--- src/rtl/hack_pkg.sv ---
// hack_pkg: shared definitions for the Hack execution core.
// Instruction field positions, FSM state encoding, jump codes and the
// decoded control bundle handed from hack_ctrl_decode to hack_cpu.
package hack_pkg;

  localparam int INSTR_W = 16;
  localparam int DATA_W  = 16;

  // Instruction field bit positions
  localparam int BIT_CI    = 15;  // 0 = A-instruction, 1 = C-instruction
  localparam int BIT_A     = 12;  // y operand select: 1 = memory, 0 = A
  localparam int COMP_MSB  = 11;  // zx
  localparam int COMP_LSB  = 6;   // no
  localparam int BIT_D1    = 5;   // dest A
  localparam int BIT_D2    = 4;   // dest D
  localparam int BIT_D3    = 3;   // dest memory
  localparam int JUMP_MSB  = 2;
  localparam int JUMP_LSB  = 0;
  localparam int AVAL_MSB  = 14;  // A-instruction constant

  // Bit positions inside the 3-bit jump field
  localparam int J_LT = 2;
  localparam int J_EQ = 1;
  localparam int J_GT = 0;

  // Jump codes
  localparam logic [2:0] JMP_NULL = 3'b000;
  localparam logic [2:0] JMP      = 3'b111;

  typedef enum logic [1:0] {
    RUN     = 2'd0,
    RD_WAIT = 2'd1,
    HALT    = 2'd2
  } state_e;

  // Field order matches instr[11:6], so a straight cast fills it
  typedef struct packed {
    logic zx;
    logic nx;
    logic zy;
    logic ny;
    logic f;
    logic no;
  } alu_ctrl_t;

  typedef struct packed {
    logic       is_c;
    logic       a;
    alu_ctrl_t  alu;
    logic       d1;
    logic       d2;
    logic       d3;
    logic [2:0] jump;
  } ctrl_t;

endpackage

--- src/rtl/hack_cpu_if.sv ---
// hack_cpu_if: data-memory port of the Hack core. The core is the master;
// the memory answers with read data and a ready that qualifies both strobes.
interface hack_cpu_if #(
  parameter int PC_W = 15
);
  logic [PC_W-1:0] mem_addr;
  logic [15:0]     mem_wdata;
  logic            mem_we;
  logic            mem_re;
  logic [15:0]     mem_rdata;
  logic            mem_ready;

  modport master (
    output mem_addr, mem_wdata, mem_we, mem_re,
    input  mem_rdata, mem_ready
  );

  modport slave (
    input  mem_addr, mem_wdata, mem_we, mem_re,
    output mem_rdata, mem_ready
  );
endinterface

--- src/rtl/alu.sv ---
// alu: Hack ALU. Optional zeroing/negation of each operand, add or AND,
// optional output negation; zr/ng flags describe the result.
module alu (
  input  logic [15:0] x,
  input  logic [15:0] y,
  input  logic        zx,
  input  logic        nx,
  input  logic        zy,
  input  logic        ny,
  input  logic        f,
  input  logic        no,
  output logic [15:0] out,
  output logic        zr,
  output logic        ng
);
  logic [15:0] x_z, x_n, y_z, y_n, res;

  assign x_z = zx ? 16'h0000 : x;
  assign x_n = nx ? ~x_z : x_z;
  assign y_z = zy ? 16'h0000 : y;
  assign y_n = ny ? ~y_z : y_z;
  assign res = f ? (x_n + y_n) : (x_n & y_n);
  assign out = no ? ~res : res;
  assign zr  = (out == 16'h0000);
  assign ng  = out[15];
endmodule

--- src/rtl/hack_ctrl_decode.sv ---
// hack_ctrl_decode: combinational split of a Hack instruction into the
// control bundle. A-instructions yield an all-zero C-side bundle so no
// destination, memory access or jump can fire on them.
module hack_ctrl_decode
  import hack_pkg::*;
(
  input  logic [INSTR_W-1:0] instr,
  output ctrl_t              ctrl
);
  // instr[14:13] carry no meaning in a C-instruction
  logic unused_bits;
  assign unused_bits = ^instr[14:13];

  // Field extraction for C-instructions, neutral bundle otherwise
  always_comb begin
    // NOTE: every field gets a default first so no path leaves a latch.
    ctrl      = '0;
    ctrl.jump = JMP_NULL;
    if (instr[BIT_CI]) begin
      ctrl.is_c = 1'b1;
      ctrl.a    = instr[BIT_A];
      ctrl.alu  = alu_ctrl_t'(instr[COMP_MSB:COMP_LSB]);
      ctrl.d1   = instr[BIT_D1];
      ctrl.d2   = instr[BIT_D2];
      ctrl.d3   = instr[BIT_D3];
      ctrl.jump = instr[JUMP_MSB:JUMP_LSB];
    end
  end
endmodule

--- src/rtl/hack_cpu.sv ---
// hack_cpu: Hack instruction execution core. Owns A, D and PC, drives the
// alu block, fetches from a combinational ROM and accesses data memory
// through a ready-gated handshake (hack_cpu_if).
// Optional feature macro: HACK_CPU_HALT_DETECT_EN -- stops the core on the
// "(END) @END; 0;JMP" idiom and raises halted.
module hack_cpu
  import hack_pkg::*;
#(
  parameter int              PC_W     = 15,
  parameter logic [PC_W-1:0] RESET_PC = '0
) (
  input  logic               clk,
  input  logic               rst,
  input  logic [INSTR_W-1:0] instr,
  output logic [PC_W-1:0]    pc,
  output logic               halted,
  hack_cpu_if.master         mem
);

  state_e            state_q;
  logic [DATA_W-1:0] a_q, a_d;
  logic [DATA_W-1:0] d_q, d_d;
  logic [PC_W-1:0]   pc_q, pc_d;

  ctrl_t             ctrl;
  logic [DATA_W-1:0] alu_y;
  logic [DATA_W-1:0] alu_out;
  logic              alu_zr, alu_ng;
  logic              jump_taken;
  logic              rd_issue;
  logic              retire;
  logic              halt_hit;

  hack_ctrl_decode u_decode (
    .instr (instr),
    .ctrl  (ctrl)
  );

  // In RD_WAIT the instruction is still the one at pc, so the same
  // decode selects the memory operand once the data is presented.
  assign alu_y = ctrl.a ? mem.mem_rdata : a_q;

  alu u_alu (
    .x   (d_q),
    .y   (alu_y),
    .zx  (ctrl.alu.zx),
    .nx  (ctrl.alu.nx),
    .zy  (ctrl.alu.zy),
    .ny  (ctrl.alu.ny),
    .f   (ctrl.alu.f),
    .no  (ctrl.alu.no),
    .out (alu_out),
    .zr  (alu_zr),
    .ng  (alu_ng)
  );

  assign jump_taken = ctrl.is_c &&
                      ((ctrl.jump == JMP)                  ||
                       (ctrl.jump[J_LT] && alu_ng)         ||
                       (ctrl.jump[J_EQ] && alu_zr)         ||
                       (ctrl.jump[J_GT] && !alu_ng && !alu_zr));

  assign rd_issue = (state_q == RUN) && ctrl.is_c && ctrl.a;

  // A write-only instruction waits in RUN for ready; a read retires from
  // RD_WAIT on ready; everything else retires straight away.
  assign retire = ((state_q == RUN) && !ctrl.is_c)                                  ||
                  ((state_q == RUN) && ctrl.is_c && !ctrl.a &&
                   (!ctrl.d3 || mem.mem_ready))                                      ||
                  ((state_q == RD_WAIT) && mem.mem_ready);

`ifdef HACK_CPU_HALT_DETECT_EN
  // Unconditional jump back onto the preceding @label instruction
  assign halt_hit = ctrl.is_c && (ctrl.jump == JMP) &&
                    (a_q[PC_W-1:0] == (pc_q - PC_W'(1)));
  assign halted   = (state_q == HALT);
`else
  assign halt_hit = 1'b0;
  assign halted   = 1'b0;
`endif

  // Architectural next values, applied only on a retiring edge
  always_comb begin
    a_d  = a_q;
    d_d  = d_q;
    pc_d = pc_q + PC_W'(1);
    if (!ctrl.is_c) begin
      a_d = DATA_W'(instr[AVAL_MSB:0]);
    end else begin
      if (ctrl.d1)   a_d  = alu_out;
      if (ctrl.d2)   d_d  = alu_out;
      if (jump_taken) pc_d = a_q[PC_W-1:0];
    end
  end

  // Memory port: address and write data come straight from A and the ALU,
  // so they hold by themselves while the core is stalled.
  assign mem.mem_addr  = a_q[PC_W-1:0];
  assign mem.mem_wdata = alu_out;
  assign mem.mem_re    = !rst && (rd_issue || (state_q == RD_WAIT));
  assign mem.mem_we    = !rst && ctrl.d3 &&
                         (((state_q == RUN) && !ctrl.a) || (state_q == RD_WAIT));

  assign pc = pc_q;

  // Control FSM plus A/D/PC registers, all updated together on retire
  always_ff @(posedge clk or posedge rst) begin
    if (rst) begin
      state_q <= RUN;
      a_q     <= '0;
      d_q     <= '0;
      pc_q    <= RESET_PC;
    end else begin
      // NOTE: non-blocking assignments keep every register reading the
      // pre-edge values, which is what makes the jump target use old A.
      if (retire) begin
        a_q  <= a_d;
        d_q  <= d_d;
        pc_q <= pc_d;
      end
      case (state_q)
        RUN: begin
          if (rd_issue)                  state_q <= RD_WAIT;
          else if (retire && halt_hit)   state_q <= HALT;
        end
        RD_WAIT: begin
          if (mem.mem_ready) state_q <= halt_hit ? HALT : RUN;
        end
        HALT:    state_q <= HALT;
        default: state_q <= RUN;
      endcase
    end
  end

endmodule

--- src/flat_wrapper.sv ---
// flat-port wrapper written by rule: the top's interface ports become plain ports
module hack_cpu_flat import hack_pkg::*;
#(
  parameter int              PC_W     = 15,
  parameter logic [PC_W-1:0] RESET_PC = '0
)
  (clk, rst, instr, pc, halted, mem_mem_addr, mem_mem_wdata, mem_mem_we, mem_mem_re, mem_mem_rdata, mem_mem_ready);
  hack_cpu_if #(.PC_W(PC_W)) mem_i ();
  input  logic clk;
  input  logic rst;
  input  logic [INSTR_W-1:0] instr;
  output logic [PC_W-1:0] pc;
  output logic halted;
  output wire logic [$bits(mem_i.mem_addr)-1:0] mem_mem_addr;
  output wire logic [$bits(mem_i.mem_wdata)-1:0] mem_mem_wdata;
  output wire logic [$bits(mem_i.mem_we)-1:0] mem_mem_we;
  output wire logic [$bits(mem_i.mem_re)-1:0] mem_mem_re;
  input wire logic [$bits(mem_i.mem_rdata)-1:0] mem_mem_rdata;
  input wire logic [$bits(mem_i.mem_ready)-1:0] mem_mem_ready;
  assign mem_mem_addr = mem_i.mem_addr;
  assign mem_mem_wdata = mem_i.mem_wdata;
  assign mem_mem_we = mem_i.mem_we;
  assign mem_mem_re = mem_i.mem_re;
  assign mem_i.mem_rdata = mem_mem_rdata;
  assign mem_i.mem_ready = mem_mem_ready;
  hack_cpu #(.PC_W(PC_W), .RESET_PC(RESET_PC)) u_core (.clk(clk), .rst(rst), .instr(instr), .pc(pc), .halted(halted), .mem(mem_i));
endmodule
--- config.mk ---
export PLATFORM = sky130hd
export DESIGN_NAME = hack_cpu_flat
export DESIGN_NICKNAME = d
export VERILOG_FILES = /design/src/rtl/hack_pkg.sv /design/src/rtl/hack_cpu_if.sv /design/src/rtl/alu.sv /design/src/rtl/hack_ctrl_decode.sv /design/src/rtl/hack_cpu.sv /design/src/flat_wrapper.sv
export SDC_FILE = /design/constraint.sdc
export NUM_CORES = 1
export LEC_CHECK = 0
export CAP_MARGIN = 20
export CORE_UTILIZATION = 49
export DETAILED_ROUTE_END_ITERATION = 6
export MAX_ROUTING_LAYER = met4
export PLACE_DENSITY = 0.78
export RECOVER_POWER = 50
export SYNTH_ARGS = -nofsm -noshare
export SYNTH_HDL_FRONTEND = slang
export SYNTH_HIERARCHICAL = 1
export SYNTH_SLANG_ARGS = --single-unit
--- constraint.sdc ---
create_clock -name clk -period 6.2 [get_ports clk]
set_clock_uncertainty 0.05 [all_clocks]
set_input_delay 1.55 -clock clk [delete_from_list [all_inputs] [get_ports clk]]
set_output_delay 1.55 -clock clk [all_outputs]
set_load 0.01 [all_outputs]
# Yosys cells after proc, flatten, opt, wreduce, memory -nomap -nowiden
# Cells that the tools add are included.
# W data, S select, Z words.
dict set report word_totals {
  register_bits 49
  input_bits 35
  out_inout_bits 49
  word_cells 65
}
dict set report classes {
  add_sub_neg 2
  n_eq_ne 6
  muxes 15
  n_bitwise 4
  n_reduce_logical 34
}
# cell n
set ops {}
lappend ops {{$mux W16} 9}
lappend ops {{$not A16 Y16} 3}
lappend ops {{$mux W15} 2}
lappend ops {{$add A16 B16 Y16} 1}
lappend ops {{$and A16 B16 Y16} 1}
lappend ops {{$logic_not A16 Y1} 1}
lappend ops {{$add A15 B1 Y15 const B} 1}
lappend ops {{$logic_and A1 B1 Y1} 15}
lappend ops {{$mux W14} 1}
lappend ops {{$logic_or A1 B1 Y1} 8}
lappend ops {{$logic_not A1 Y1} 6}
lappend ops {{$pmux W2 S3} 1}
lappend ops {{$mux W2} 2}
lappend ops {{$ne A2 B2 Y1 const B} 2}
lappend ops {{$reduce_and A2 Y1} 2}
lappend ops {{$eq A3 B3 Y1 const B} 1}
lappend ops {{$reduce_and A3 Y1} 1}
lappend ops {{$eq A2 B1 Y1 const B} 1}
lappend ops {{$eq A2 B2 Y1 const B} 1}
lappend ops {{$logic_not A2 Y1} 1}
lappend ops {{$ne A2 B1 Y1 const B} 1}

# Depth between registers and ports, before layout
# Gate-level depths: netlist of run 1.
dict set report depth {
  ltp_word 16
  depth_mapped 21
  ltp_nobuf 18
}

# Cells and area by module
# The synthesis of run 1 kept the hierarchy.
# mod n_inst cells_per_inst area_each_um2 seq_area_each_um2
set modules_own_cells {}
lappend modules_own_cells {hack_cpu 1 256 2896.5 1226.2}
lappend modules_own_cells {alu 1 267 1906.8 0.0}
lappend modules_own_cells {hack_ctrl_decode 1 15 111.4 0.0}

# Worst setup path after synthesis of run 1
# OpenSTA, ideal clock, no wires.
dict set report synth_timing {
  kind {in2reg}
  startpoint {input instr[15]}
  endpoint {register u_core.pc_q[3], in the netlist u_core/pc[3]}
  setup_time_ns 0.132
  arrival_ns 6.429
  required_ns 6.018
  setup_slack_ns -0.411
  path_stages 21
  path_buffers 5
  cell_sequence {buf_6 -> and2_1 -> clkbuf_1 -> clkbuf_1 -> xnor2_1 -> ha_1 -> fa_1 -> a211oi_4 -> o2111a_1 -> a311o_1 -> o21ai_0 -> or4b_1 -> a221o_1 -> or4b_1 -> nor4_2 -> a22oi_1 -> a21o_1 -> buf_4 -> buf_6 -> mux2i_1 -> a22oi_1}
}
# element line
set synth_lines {}
lappend synth_lines {{start, declared} flat_wrapper.sv:11} ;# input logic [INSTR_W-1:0] instr;
lappend synth_lines {{end signal, assigned} hack_cpu.sv:119} ;# pc_q <= pc_d;
lappend synth_lines {{end, declared} hack_cpu.sv:23} ;# logic [PC_W-1:0] pc_q, pc_d;

==> results.yml, run 1 <==
grt:
  grt.total_usage: 0.321
  grt_pass1_vias: 5004
  grt_overflow_total: 0
  grt_first_pass_wirelength_microns: 24800
  antenna_found_initial: 0
  grt_max_degree: 50
synthesis:
  synth_most_common_cell: "mux2_2"
  synthesis.nets: 591
  yosysTopAreaCellShare: 0.249
  synth_warnings: 6
  synth-seq-cells: 49
  synth_edf_count: 0
  synth_area_leader_cell: "dfrtp_1"
  synth_common_cells: "mux2_2 (60), dfrtp_1 (49), xnor2_1 (48)"
  syn_area_sq_mm: 0.00491
  synthCells: 538
  async_flop_share: 1.00
  synthFlopType: "dfrtp_1"
  synth_cell_type_count: 72
  syn_area_per_cell_sq_um: 9.14
  seq_area_frac_synth: 0.249
  ys_top_cells_by_area: "dfrtp_1 (25%), mux2_2 (14%), xnor2_1 (8.6%), nand2b_1 (4.8%), ha_1 (4.3%)"
layout:
  n_antenna_cell: 0
  syn_to_final_growth_pct: 43.2
  fin_nets: 752
  finalNonFillerCells: 833
  drive_above_1_share: 0.396
  fin_area_sq_mm: 0.00704
cts:
  cts_max_level: 2
  cts_root_buf: "clkbuf_8"
  cts_sinks: 49
  path_clk_slew_ns: 0.09
  cts-buffers-inserted: 5
  holdBufCountCts: 0
  cts_tree: "yes"
  clk_path_buf_depth: 2
  insertion_delay_ns: 0.32
setup_path:
  setup.worst_path.class: "in2reg"
  path_cells: "buf_6, and2_4, buf_6, buf_6, mux2_4, nand2b_1, xnor2_1, ha_1, o21ai_2, buf_6, or4_4, nand2_4, o22ai_4, or4_4, a221o_1, or4b_4, nor4_4, buf_4, a22oi_2, a21o_4, buf_12, a31o_1, a22oi_2"
  crit_buf_inv: 6
  critPathSlowestCell: "or4_4"
  cp_max_fo: 8
  slowest_delay_ns: 0.52
  cp.required_ns: 6.39
  crit_path_end_kind: "flop"
  cp_common_cell: "buf_6"
  arrival_ns: 6.50
  r2r_slack_ns: 1.03
  crit_path_start_kind: "input pin"
  cpLargestDelayFamily: "simple AND/OR/NAND/NOR gates"
timing:
  tightest_slew_ns: 2.33
  setup-tns-final_ns: -0.454
  fmax_mhz: 159
  finalSetupViolCount: 13
  min_period_over_period: 1.02
  final_hold_viol_count: 0
  max_slew_margin: -0.556
  period_needed_ns: 6.31
  fin_ws_ns: -0.106
  rsz0062_at_grt: "true"
  drv_slew: 41
pwr:
  leakagePower_nw: 2.97
  peakVddDrop_mv: 0.260
  power-per-cell-area_mw_per_mm2: 485
status:
  status: "complete, but fails checks"
  failed_checks: "max-capacitance violations, max-slew violations, negative setup slack"
placed_design:
  port_buffers: 82
  gp_congestion: 0.986
  hpwl_microns: 11600
  dp_cells: 805
  dpl_cell_area_sq_mm: 0.00638
detailed_routing:
  dr.pass1.iters: 5
  drc_errors: 0
  final_antenna_net_count: 0
  drtIter0Drc: 291
  routed_wl_microns: 17100
  vias: 5055
  wl_per_cell_microns: 20.5
  via_per_inst: 6.07
floorplanning:
  start_util: 0.505
  die_w_microns: 102
  core_sq_mm: 0.00973
  die_area_sq_mm: 0.0104
  num_rows: 36
  die_h_microns: 102
  ios: 84
worst_hold_path:
  hp-class: "reg2reg"
flow_run:
  max_cap_viol_count: 1
cell usage in the layout (no fill, tap or decap), drive strengths merged, types with 8 or more instances in the layout:
cell	netlist	routed
o211ai	19	19
and2	18	18
a31oi	8	8
inv	19	19
a21oi	21	21
nand4	8	8
o2bb2ai	8	8
nand2	26	26
mux2	62	62
nand2b	38	38
dfrtp	49	49
ha	17	17
nor2	19	19
nor2b	9	9
clkdlybuf4s50	0	62
o21ai	16	16
xnor2	48	48
nor3	17	17
mux2i	16	16
clkbuf	13	8
buf	32	125
cells by family (layout without fill, tap and decap cells):
family,after synthesis,in the layout,share of synthesized area
simple gates,166,166,0.200
compound gates,111,111,0.165
mux,78,78,0.175
buf+inv,65,227,0.0736
xor+xnor,50,50,0.0891
flops,49,49,0.249
fa+ha+maj,18,18,0.0474
other cells,1,1,0.000763
where the power goes:
group / switching, mW / leakage (nW) / internal, mW
clock network: 0.117 / 0.0374 / 0.0798
registers: 0.179 / 0.595 / 0.463
logic: 1.20 / 2.34 / 1.38
registers in the layout, indices dropped and copies added (netlist names):
signal	cells
u_core/pc	15
u_core/a_q	16
u_core/d_q	16
u_core/state_q	2
repair_timing:
item / in CTS / in global routing
endpoints found under the hold margin: 0 / 0
setup buffers: 6 / 12
setup endpoints to repair: 30 / 26
gates resized for setup: 97 / 48
pin swaps: 38 / 56
cloned: 1 / 0
final timing paths:
kind,start,endpoint,cells past startpoint
min reg2reg,u_core/state_q[1],u_core/state_q[0],1
min in group asynchronous,rst,u_core/a_q[15],2
min,u_core/state_q[1],u_core/state_q[0],1
max in group asynchronous,rst,u_core/d_q[2],3
max reg2reg,u_core/a_q[0],u_core/pc[12],20
max,instr[12],u_core/pc[12],23
metrics by stage:
step	total power, mW	util	hold WS [ns]	setup slack (ns)
finish	3.41	0.724	0.462	-0.106
global placement	2.75	0.656	0.433	-0.805
global route	3.60	0.724	0.474	-0.129
CTS	3.14	0.692	0.471	0.00227
detailed placement	2.80	0.656	0.449	-0.891
floorplan	1.82	-	0.406	0.0116
final cells by class:
class                   instances  area [sq um]
multi-input cells             424          3720
clock inverters                 2          15.0
clock buffers                   6          72.6
flip-flops and latches         49          1230
well taps                     133           166
fillers                       672          2690
inverters                      19          71.3
repair buffers                200          1770
worst register-to-register path, delay by kind of cell (launching register included):
family                   cells  cell delay, ns
AO/OA/AOI/OAI                7            1.55
XOR/XNOR                     1            0.07
adder cells (fa/ha/maj)      2            0.60
buffers and inverters        3            0.48
flip-flops                   1            0.44
multiplexers                 1            0.31
AND/OR/NAND/NOR              6            1.61
layer usage:
| metal | GRT usage | share of wire |
|---|---|---|
| met5 | - | 0 |
| met4 | 0.104 | 0.025 |
| met3 | 0.0534 | 0.069 |
| met2 | 0.516 | 0.49 |
| met1 | 0.411 | 0.42 |
No activity file was read; power rests on OpenSTA's default activity.
==> run 2, diff against run 1 <==
--- a/config.mk
+++ b/config.mk
@@ -8,6 +8,7 @@
 export CAP_MARGIN = 20
 export CORE_UTILIZATION = 49
 export DETAILED_ROUTE_END_ITERATION = 6
+export GPL_TIMING_DRIVEN = 1
 export MAX_ROUTING_LAYER = met4
 export PLACE_DENSITY = 0.78
 export RECOVER_POWER = 50
==> results of run 2 <==
Same layout as run 1: the final DEF is identical, and so are final timing and power.
==> run 3, diff against run 2 <==
--- a/config.mk
+++ b/config.mk
@@ -12,6 +12,7 @@
 export MAX_ROUTING_LAYER = met4
 export PLACE_DENSITY = 0.78
 export RECOVER_POWER = 50
+export SLEW_MARGIN = 20
 export SYNTH_ARGS = -nofsm -noshare
 export SYNTH_HDL_FRONTEND = slang
 export SYNTH_HIERARCHICAL = 1
==> results.yml, run 3 (synthesis results as in run 1) <==
pwr:
  power-per-cell-area_mw_per_mm2: 484
  leakagePower_nw: 2.97
  peakVddDrop_mv: 0.259
cts:
  holdBufCountCts: 0
  cts-buffers-inserted: 5
  cts_tree: "yes"
  insertion_delay_ns: 0.32
  cts_sinks: 49
  path_clk_slew_ns: 0.09
  cts_root_buf: "clkbuf_8"
  clk_path_buf_depth: 2
  cts_max_level: 2
timing:
  final_hold_viol_count: 0
  max_slew_margin: 0.397
  period_needed_ns: 6.29
  fmax_mhz: 159
  rsz0062_at_grt: "true"
  finalSetupViolCount: 7
  drv_slew: 0
  min_period_over_period: 1.01
  tightest_slew_ns: 0.903
  fin_ws_ns: -0.0887
floorplanning:
  die_w_microns: 102
  ios: 84
  num_rows: 36
  die_area_sq_mm: 0.0104
  core_sq_mm: 0.00973
  die_h_microns: 102
  start_util: 0.505
status:
  status: "complete, but fails checks"
  failed_checks: "negative setup slack"
detailed_routing:
  wl_met1_microns: 6880
  vias: 5043
  via_per_inst: 6.06
  drtIter0Drc: 349
  dr.pass1.iters: 7
  final_antenna_net_count: 0
  wl_met2_microns: 8340
  wl_met3_microns: 1330
  wl_per_cell_microns: 20.4
  highest_layer: "met4"
  drc_errors: 0
  routed_wl_microns: 17000
layout:
  drive_above_1_share: 0.398
  post-route-util: 0.723
  syn_to_final_growth_pct: 43.2
  final_common_cell: "buf_4"
  n_antenna_cell: 0
  fin_nets: 751
  layout_common_cells: "buf_4 (102), clkdlybuf4s50_1 (63), mux2_2 (55), dfrtp_1 (49), nand2b_1 (36)"
  finalNonFillerCells: 832
worst_hold_path:
  hp-class: "reg2reg"
  hp-start: "u_core/state_q[1]"
grt:
  grt_pass1_vias: 5004
  antenna_found_initial: 0
  grt_max_degree: 50
  grt_overflow_total: 0
  grt.total_usage: 0.321
  grt_first_pass_wirelength_microns: 24800
setup_path:
  reg2reg_from: "u_core/a_q[0]"
  cp_max_fo: 8
  crit_buf_inv: 6
  cpLargestDelayFamily: "simple AND/OR/NAND/NOR gates"
  cp.required_ns: 6.39
  path_cells: "buf_6, and2_4, buf_6, buf_6, mux2_4, nand2b_1, xnor2_1, ha_1, o21ai_2, buf_6, or4_4, nand2_4, o22ai_4, or4_4, a221o_1, or4b_4, nor4_4, buf_4, a22oi_2, a21o_4, buf_12, a31o_1, a22oi_2"
  crit_path_start_kind: "input pin"
  setup.worst_path.class: "in2reg"
  crit_path_end_kind: "flop"
  crit_start: "instr[12]"
  critPathSlowestCell: "or4_4"
  arrival_ns: 6.48
  slowest_delay_ns: 0.52
  cp_common_cell: "buf_6"
placed_design:
  gp_congestion: 0.986
  port_buffers: 82
  hpwl_microns: 11600
  dp_cells: 805
flow_run:
  max_cap_viol_count: 0
==> run 3: cell types whose count changed in the layout (fill, tap and decap cells not counted), sizes merged <==
cell | before | now
dlygate4sd3 | 1 | 0
inv | 19 | 18
clkdlybuf4s50 | 62 | 63
clkinv | 0 | 1
clkbuf | 8 | 7
==> run 3: final cells by class <==
class,instances,area (sq um)
Timing Repair Buffer,199,1770
Inverter,19,72.6
Clock buffer,6,72.6
Sequential cell,49,1230
Fill cell,675,2690
Tap cell,133,166
Multi-Input combinational cell,424,3720
Clock inverter,2,15.0
==> run 3: what timing repair did <==
item,4_1_cts,5_1_grt
setup endpoints to repair,30,26
pin swaps,38,56
cloned,1,0
setup buffers,6,12
resized for setup,97,48
==> run 3: final timing paths <==
path,endpoint,slack [ns],cells past startpoint
setup / recovery,u_core/pc[12],-0.09,23
max in group asynchronous,u_core/a_q[0],3.83,2
min in group asynchronous,u_core/state_q[0],1.72,2
hold reg to reg,u_core/state_q[0],0.46,1
setup reg to reg,u_core/pc[12],1.05,20
hold / removal,u_core/state_q[0],0.46,1
==> run 3: worst reg2reg max path: stages, from the launching register on <==
cell,delay (ns)
dfrtp_1,0.44
mux2_4,0.31
nand2b_4,0.08
xnor2_2,0.07
ha_2,0.21
fa_2,0.39
a211oi_4,0.29
buf_6,0.15
or4_4,0.13
nand2_4,0.06
o21a_1,0.18
or4_4,0.52
a221o_1,0.36
or4b_4,0.50
nor4_4,0.32
buf_4,0.18
a22oi_2,0.08
a21o_4,0.25
buf_12,0.15
a31o_1,0.23
a22oi_2,0.17
==> run 3: metal layers <==
| metal | vias up | global-route usage |
|---|---|---|
| li1 | 2254 | - |
| met2 | 268 | 0.516 |
| met5 | - | - |
| met1 | 2470 | 0.411 |
| met4 | 0 | 0.104 |
| met3 | 51 | 0.0534 |
==> run 3: power by group <==
| part | leakage (nW) | switching, mW | internal (mW) | total, mW |
|---|---|---|---|---|
| Combinational | 2.34 | 1.19 | 1.38 | 2.57 |
| Clock | 0.0374 | 0.119 | 0.0798 | 0.199 |
| Sequential | 0.595 | 0.177 | 0.463 | 0.640 |
| Total | 2.97 | 1.49 | 1.92 | 3.41 |
==> run 3: metrics by stage <==
stage / area, sq um / TNS (ns) / worst slack (ns) / power (mW) / hold WS [ns]
4_1_cts: 6730 / 0 / 0.00227 / 3.14 / 0.471
3_5_place_dp: 6380 / -19.23 / -0.891 / 2.80 / 0.449
3_3_place_gp: 6380 / -17.84 / -0.805 / 2.75 / 0.433
5_1_grt: 7040 / -1.53 / -0.145 / 3.60 / 0.474
6_report: 7040 / -0.275 / -0.0887 / 3.41 / 0.465
2_1_floorplan: 4960 / 0 / 0.0116 / 1.82 / 0.406
